File: config.mk
export PLATFORM = sky130hd
export DESIGN_NAME = motoro3_pwm_multi_flat
export DESIGN_NICKNAME = d
export VERILOG_FILES = /design/src/rtl/motoro3_pwm_multi_if.sv /design/src/rtl/motoro3_pwm_multi.sv /design/src/flat_wrapper.sv
export SDC_FILE = /design/constraint.sdc
export NUM_CORES = 1
export LEC_CHECK = 0
export ABC_AREA = 1
export CAP_MARGIN = 20
export CORE_MARGIN = 3
export CORE_UTILIZATION = 50
export DETAILED_ROUTE_END_ITERATION = 10
export HOLD_SLACK_MARGIN = 0.1
export PLACE_DENSITY_LB_ADDON = 0.3
export SETUP_SLACK_MARGIN = 0.15
export SLEW_MARGIN = 20
export SYNTH_ARGS = -nofsm -noshare
export SYNTH_HDL_FRONTEND = slang
export SYNTH_SLANG_ARGS = --single-unit
export TNS_END_PERCENT = 30
File: constraint.sdc
create_clock -name clk -period 3.1 [get_ports clk]
set_input_delay 0.31 -clock clk [delete_from_list [all_inputs] [get_ports clk]]
set_output_delay 0.31 -clock clk [all_outputs]
set_load 0.02 [all_outputs]
File: src/rtl/motoro3_pwm_multi_if.sv
// Bus between the commutation sequencer and the multi-channel PWM generator.
// The master side drives period/duty/enables/sync, and the slave side returns the gate drives.
interface motoro3_pwm_multi_if #(
    parameter int CW = 12,
    parameter int CH = 3
);
    logic [CW-1:0]    period;
    logic [CH*CW-1:0] duty;
    logic             dutyLoad;
    logic [CH-1:0]    en;
    logic             syncIn;
    logic [CH-1:0]    pwmH;
    logic [CH-1:0]    pwmL;
    logic             periodEnd;

    modport master (
        output period, duty, dutyLoad, en, syncIn,
        input  pwmH, pwmL, periodEnd
    );

    modport slave (
        input  period, duty, dutyLoad, en, syncIn,
        output pwmH, pwmL, periodEnd
    );
endinterface

File: src/rtl/motoro3_pwm_multi.sv
// Multi-channel edge-aligned PWM with shared period counter, shadowed duty and min-on clamp.
// Define MOTORO3_PWM_DEADTIME_EN for complementary low-side outputs with DT dead time.
module motoro3_pwm_multi #(
    parameter int CW     = 12,
    parameter int CH     = 3,
    parameter int MIN_ON = 32,
    parameter int DT     = 8
) (
    input  logic                   clk,
    input  logic                   rst,
    motoro3_pwm_multi_if.slave     bus
);
    localparam int EW = CW + 1;

    logic [CW-1:0]          r_cnt_p0;
    logic [CW-1:0]          r_pAct;
    logic [CH-1:0][CW-1:0]  r_dAct;
    logic [CH-1:0]          r_full;
    logic [CW-1:0]          r_pPend;
    logic [CH-1:0][CW-1:0]  r_dPend;
    logic                   r_pendValid;
    logic                   r_periodEnd_p1;
    logic [CH-1:0]          r_pwmH_p1;

    logic                   w_enAny;
    logic                   w_boundary;
    logic                   w_ldValid;
    logic                   w_xfer;
    logic [CW-1:0]          w_pSrc;
    logic [CH-1:0][CW-1:0]  w_dSrc;
    logic [CW-1:0]          w_pNew;
    logic [CH-1:0][CW:0]    w_dNew;
    logic [CH-1:0]          w_raw;

    function automatic logic [CW-1:0] clamp_period(input logic [CW-1:0] p);
        if ({1'b0, p} < EW'(2 * MIN_ON))
            return CW'(2 * MIN_ON);
        return p;
    endfunction

    // Returns {full_on, duty}; full_on marks the no-edge 100 % case.
    function automatic logic [CW:0] clamp_duty(input logic [CW-1:0] d, input logic [CW-1:0] p);
        logic [CW:0] w_hi;
        w_hi = {1'b0, p} - EW'(MIN_ON) + EW'(1);
        if (d == '0)
            return '0;
        else if ({1'b0, d} > {1'b0, p})
            return {1'b1, d};
        else if ({1'b0, d} < EW'(MIN_ON))
            return {1'b0, CW'(MIN_ON)};
        else if ({1'b0, d} > w_hi)
            return {1'b0, w_hi[CW-1:0]};
        return {1'b0, d};
    endfunction

    assign w_enAny    = |bus.en;
    assign w_boundary = (r_cnt_p0 == r_pAct) | bus.syncIn;
    assign w_ldValid  = bus.dutyLoad | r_pendValid;
    // With every channel off the shadow set is applied straight away.
    assign w_xfer     = w_ldValid & (w_boundary | ~w_enAny);
    assign w_pSrc     = bus.dutyLoad ? bus.period : r_pPend;
    assign w_dSrc     = bus.dutyLoad ? bus.duty : r_dPend;
    assign w_pNew     = clamp_period(w_pSrc);

    always_comb begin
        w_dNew = '0;
        w_raw  = '0;
        for (int i = 0; i < CH; i++) begin
            w_dNew[i] = clamp_duty(w_dSrc[i], w_pNew);
            w_raw[i]  = bus.en[i] & (r_full[i] | (r_cnt_p0 < r_dAct[i]));
        end
    end

    // Stage p0: counter, shadow transfer
    always_ff @(posedge clk) begin
        if (rst) begin
            r_cnt_p0       <= '0;
            r_pendValid    <= 1'b0;
            r_pAct         <= '1;
            r_dAct         <= '0;
            r_full         <= '0;
            r_periodEnd_p1 <= 1'b0;
        end else begin
            if (!w_enAny || w_boundary)
                r_cnt_p0 <= '0;
            else
                r_cnt_p0 <= r_cnt_p0 + CW'(1);
            r_periodEnd_p1 <= w_boundary & w_enAny;
            if (w_xfer)
                r_pendValid <= 1'b0;
            else if (bus.dutyLoad)
                r_pendValid <= 1'b1;
            if (w_xfer) begin
                r_pAct <= w_pNew;
                for (int i = 0; i < CH; i++) begin
                    r_full[i] <= w_dNew[i][CW];
                    r_dAct[i] <= w_dNew[i][CW-1:0];
                end
            end
        end
    end

    always_ff @(posedge clk) begin
        if (bus.dutyLoad) begin
            r_pPend <= bus.period;
            r_dPend <= bus.duty;
        end
    end

    if (DT < 1 || DT > 255) begin : g_dt_out_of_range
        logic w_dtInvalid;
        assign w_dtInvalid = 1'b1;
    end

`ifdef MOTORO3_PWM_DEADTIME_EN
    logic [CH-1:0]        r_pwmL_p1;
    logic [CH-1:0]        r_tgt;
    logic [CH-1:0]        r_off;
    logic [CH-1:0][7:0]   r_dt;

    // Stage p1: dead-time insertion; any change of target restarts the gap with both sides low.
    always_ff @(posedge clk) begin
        if (rst) begin
            r_pwmH_p1 <= '0;
            r_pwmL_p1 <= '0;
            r_tgt     <= '0;
            r_off     <= '1;
            r_dt      <= '0;
        end else begin
            for (int i = 0; i < CH; i++) begin
                if (!bus.en[i]) begin
                    r_pwmH_p1[i] <= 1'b0;
                    r_pwmL_p1[i] <= 1'b0;
                    r_off[i]     <= 1'b1;
                    r_dt[i]      <= '0;
                end else if (r_off[i] || (w_raw[i] != r_tgt[i])) begin
                    r_tgt[i]     <= w_raw[i];
                    r_off[i]     <= 1'b0;
                    r_pwmH_p1[i] <= 1'b0;
                    r_pwmL_p1[i] <= 1'b0;
                    r_dt[i]      <= 8'(DT);
                end else if (r_dt[i] > 8'd1) begin
                    r_dt[i] <= r_dt[i] - 8'd1;
                end else if (r_dt[i] == 8'd1) begin
                    r_dt[i]      <= '0;
                    r_pwmH_p1[i] <= r_tgt[i];
                    r_pwmL_p1[i] <= ~r_tgt[i];
                end
            end
        end
    end

    assign bus.pwmL = r_pwmL_p1;
`else
    // Stage p1: registered raw compare
    always_ff @(posedge clk) begin
        if (rst)
            r_pwmH_p1 <= '0;
        else
            r_pwmH_p1 <= w_raw;
    end

    assign bus.pwmL = '0;
`endif

    assign bus.pwmH      = r_pwmH_p1;
    assign bus.periodEnd = r_periodEnd_p1;
endmodule

File: src/flat_wrapper.sv
// flat-port wrapper written by rule: the top's interface ports become plain ports
module motoro3_pwm_multi_flat 
#(
    parameter int CW     = 12,
    parameter int CH     = 3,
    parameter int MIN_ON = 32,
    parameter int DT     = 8
)
  (clk, rst, bus_period, bus_duty, bus_dutyLoad, bus_en, bus_syncIn, bus_pwmH, bus_pwmL, bus_periodEnd);
  motoro3_pwm_multi_if #(.CW(CW), .CH(CH)) bus_i ();
  input  logic clk;
  input  logic rst;
  input wire logic [$bits(bus_i.period)-1:0] bus_period;
  input wire logic [$bits(bus_i.duty)-1:0] bus_duty;
  input wire logic [$bits(bus_i.dutyLoad)-1:0] bus_dutyLoad;
  input wire logic [$bits(bus_i.en)-1:0] bus_en;
  input wire logic [$bits(bus_i.syncIn)-1:0] bus_syncIn;
  output wire logic [$bits(bus_i.pwmH)-1:0] bus_pwmH;
  output wire logic [$bits(bus_i.pwmL)-1:0] bus_pwmL;
  output wire logic [$bits(bus_i.periodEnd)-1:0] bus_periodEnd;
  assign bus_i.period = bus_period;
  assign bus_i.duty = bus_duty;
  assign bus_i.dutyLoad = bus_dutyLoad;
  assign bus_i.en = bus_en;
  assign bus_i.syncIn = bus_syncIn;
  assign bus_pwmH = bus_i.pwmH;
  assign bus_pwmL = bus_i.pwmL;
  assign bus_periodEnd = bus_i.periodEnd;
  motoro3_pwm_multi #(.CW(CW), .CH(CH), .MIN_ON(MIN_ON), .DT(DT)) u_core (.clk(clk), .rst(rst), .bus(bus_i));
endmodule
==> flow_summary.yaml <==
detailed_routing:
  dr.first_iter.drc_count: 766
  drc: 0
  detailedRoute.firstPassIterationCount: 6
  drt_wl_total_mm: 28.0
  vias_per_cell: 5.60
  route.vias.total: 8964
  antenna_left: 0
  routed_wire_length_per_instance_um: 17.5
global_route:
  grt_antenna_before_repair: 0
  grt_usage_pct: 30.3
  grt_max_degree: 61
  via_count_of_the_first_global_routing_pass: 8410
  grt_overflow_total: 0
  grt_pass1_wl_mm: 42.7
sta:
  timing.final.crit_share_pct: 100
  total_of_endpoints_with_negative_setup_slack_in_the_final_report: 1
  slew_viol_final: 0
  achievable-frequency_ghz: 0.321
  grt_setup_unrepaired: "true"
  slew_at_the_pin_with_the_worst_max_slew_slack_ns: 0.737
  postLayoutSetupSlackWorst_ns: -0.0124
  timing.final.hold_violations: 0
  final.min_clock_period_ns: 3.11
  fin_skew_ns: 0.00925
  setup_tns_ns: -0.0124
  slew_headroom_pct: 50.8
yosys:
  synthArstFlopShare_pct: 0
  synth_edf_count: 0
  ys_top_cells_by_area: "dfxtp_1 28%, ha_1 15%, nand2_1 8.3%"
  ys_types: 48
  netlist.area_leader.share_pct: 28.5
  number_of_synthesized_register_bits: 116
  synth_ff_type: "dfxtp_1"
  synth_warn: 0
  netlist_area_mm2: 0.00816
  synth_top_cell_by_area: "dfxtp_1"
  gate_count_after_technology_mapping: 1132
  synth-seq-area-share_pct: 28.5
  synth.avg_cell_area_um2: 7.21
floorplanning:
  die_height_um: 134
  core_area_mm2: 0.0159
  dieWidth_um: 134
  die_area_mm2: 0.0179
  initial_utilization_pct: 51.2
  num_io_pins: 62
  fp-row-count: 46
critical_path:
  worst_ep_required_time_ns: 3.45
  beginning_of_the_critical_path: "u_core.r_pPend[11]"
  setup.worst_path.end_class: "flop"
  cp_max_fo: 5
  r2r_setup_slack_ns: -0.01
  cp.arrival_ns: 3.47
  cpLargestDelayFamily: "simple AND/OR/NAND/NOR gates"
  crit-reg2reg-capture: "u_core.r_dAct[5]"
  worstRegToRegCells: 25
  classification_of_the_worst_setup_path: "reg2reg"
  timing.critical_path.from_type: "flop"
  cpMaxStageDelayCell: "dfxtp_2"
  worst_setup_path_endpoint: "u_core.r_dAct[5]"
  critical_path_depth: 25
  critical_path.reg2reg.startpoint: "u_core.r_pPend[11]"
  critical_path.max_stage_delay_ns: 0.32
  path_buf_inv: 3
clock_tree:
  worst_skew_pair.late_latency_ns: 0.43
  clock_tree.root_cell: "clkbuf_16"
  post_cts_hold_buffer_count: 0
  cts_buffers: 17
  cts.reportedPaths.clkPinSlew_ns: 0.06
  h-tree-depth: 4
  cts_sinks: 116
  max-clock-path-buffers: 2
  cts_tree: "done"
pwr:
  power_frac_comb_pct: 40.5
  power_per_cell_area_mw_per_mm2: 537
  clock_power_share_pct: 32.2
  leakagePower_nw: 5.33
  ir_drop_v: 0.000424
  power.switching_fraction_pct: 36.9
  net-switching-power_mw: 2.30
  power_frac_seq_pct: 27.3
  p_int_mw: 3.93
layout:
  post_layout_nonfiller_instances: 1601
  finish.instance_area_mm2: 0.0116
  final.fill_count: 1218
  antennaDiodeCount: 0
  layout-area-overhead-vs-synth_pct: 42.3
  utilization_pct: 72.8
  final_layout_size_suffix_gt1_share_pct: 32.7
  finish.net_count: 1522
worst_hold_path:
  timing.hold.worst.start: "bus_period[11]"
  hold_class: "in2reg"
placed_design:
  portBuffers: 58
  standard_cell_area_after_detailed_placement_mm2: 0.0102
  detailedPlacementHpwl_mm: 19.9
  dp_cells: 1550
  routabilityCongestion: 0.964
  pre_cts_ws_ns: -0.603
run:
  timing.max_cap.violations: 0
run_status:
  violations: "setup timing"
  outcome: "finished, violations left"
[stage by stage]
| step | total power, mW | hold WS [ns] |
|---|---|---|
| after global placement | 3.76 | 0.447 |
| final | 6.23 | 0.269 |
| after CTS | 5.96 | 0.372 |
| after global routing | 6.56 | 0.304 |
| after floorplan | 2.99 | 0.431 |
| after detailed placement | 3.80 | 0.443 |
[per-layer routing]
metal,up-vias,part of all wire [%],GRT usage (%)
met5,-,0,0
met4,0,3.0,10.9
met3,70,7.5,5.93
met2,409,47,50.3
met1,4179,43,39.3
li1,4306,-,-
[how the worst min path moves through the flow]
stage | to | slack [ns] | cells after the start
after floorplan | u_core.r_pendValid | 0.43 | 2
after global placement | u_core.r_pendValid | 0.45 | 2
after detailed placement | u_core.r_pendValid | 0.44 | 2
after CTS | u_core.r_pPend[8] | 0.37 | 4
after global routing | u_core.r_pPend[11] | 0.30 | 4
final | u_core.r_pPend[11] | 0.27 | 4
[layout make-up]
| cell class | count | area [um2] | area share (%) |
|---|---|---|---|
| clock buffers | 17 | 425 | 3.66 |
| multi-input cells | 824 | 5690 | 49.0 |
| inverters | 158 | 611 | 5.26 |
| repair buffers | 255 | 2120 | 18.2 |
| well taps | 216 | 270 | 2.33 |
| flip-flops and latches | 116 | 2320 | 20.0 |
| clock inverters | 15 | 174 | 1.50 |
[worst min-delay path: stages]
cell and delay, ns:
dlymetal6s2s_1 0.08, nand2_1 0.06, nand2_2 0.09, buf_4 0.13
[cell usage after synthesis (all sizes together), types with 4 or more instances]
library cell	count
buf	20
nor3	13
o22ai	21
nand4	20
nor4	5
a211oi	4
ha	95
nor2	67
xor2	12
a22oi	8
inv	157
clkbuf	20
a21oi	87
or2	37
nand3	133
o21ai	69
a31oi	4
nand2	212
dfxtp	116
nor3b	5
o211ai	8
[registers in the layout, summed over array words and instances, names as in the netlist]
signal	flops
u_core.r_pPend	12
u_core.r_full	3
u_core.r_pendValid	1
u_core.r_dPend	36
u_core.bus.pwmH	3
u_core.r_cnt_p0	12
u_core.r_dAct	36
u_core.r_pAct	12
u_core.bus.periodEnd	1
[what timing repair did]
action                                  CTS  global route
buffers inserted                          9             5
gates resized for setup                  51            91
endpoints found under the setup margin   37            38
gates cloned                              3             2
pin swaps                                37            67
[placed cells by master (no fill, tap or decap), types with 5 or more instances in the layout]
cell	n
a21oi_1	73
a21oi_2	14
a22oi_1	8
buf_4	188
buf_6	8
clkbuf_16	17
clkdlybuf4s50_1	55
dfxtp_1	114
ha_1	91
inv_1	143
inv_2	11
nand2_1	155
nand2_2	38
nand2_4	19
nand3_1	77
nand3_2	53
nand4_1	16
nor2_1	47
nor2_2	8
nor2_4	12
nor3_1	10
nor3b_1	5
nor4_1	5
o211ai_1	8
o21ai_0	61
o21ai_1	5
o22ai_1	20
or2_2	37
xor2_1	11
[kinds of logic (layout without fill, tap and decap cells)]
kind of cell               Yosys count  in the layout  share of synthesized area, %
DFF                                116            116                          28.5
xor gates and xnor gates            15             15                          1.61
and+or+nand+nor                    493            497                          30.1
AOI/OAI and AO/OA                  214            214                          14.9
adders and majority gates           95             95                          14.6
other                                1              3                        0.0460
buffers and inverters              198            445                          10.4
[power groups by stage]
| stage | Combinational, mW | Sequential (mW) | Clock, mW |
|---|---|---|---|
| finish | 2.52 | 1.70 | 2.01 |
| global route | 2.75 | 1.71 | 2.11 |
| CTS | 2.24 | 1.70 | 2.02 |
| detailed placement | 2.07 | 1.73 | 0 |
| global placement | 2.04 | 1.72 | 0 |
| floorplan | 1.27 | 1.72 | 0 |
Power figures use the tool's default switching activity.
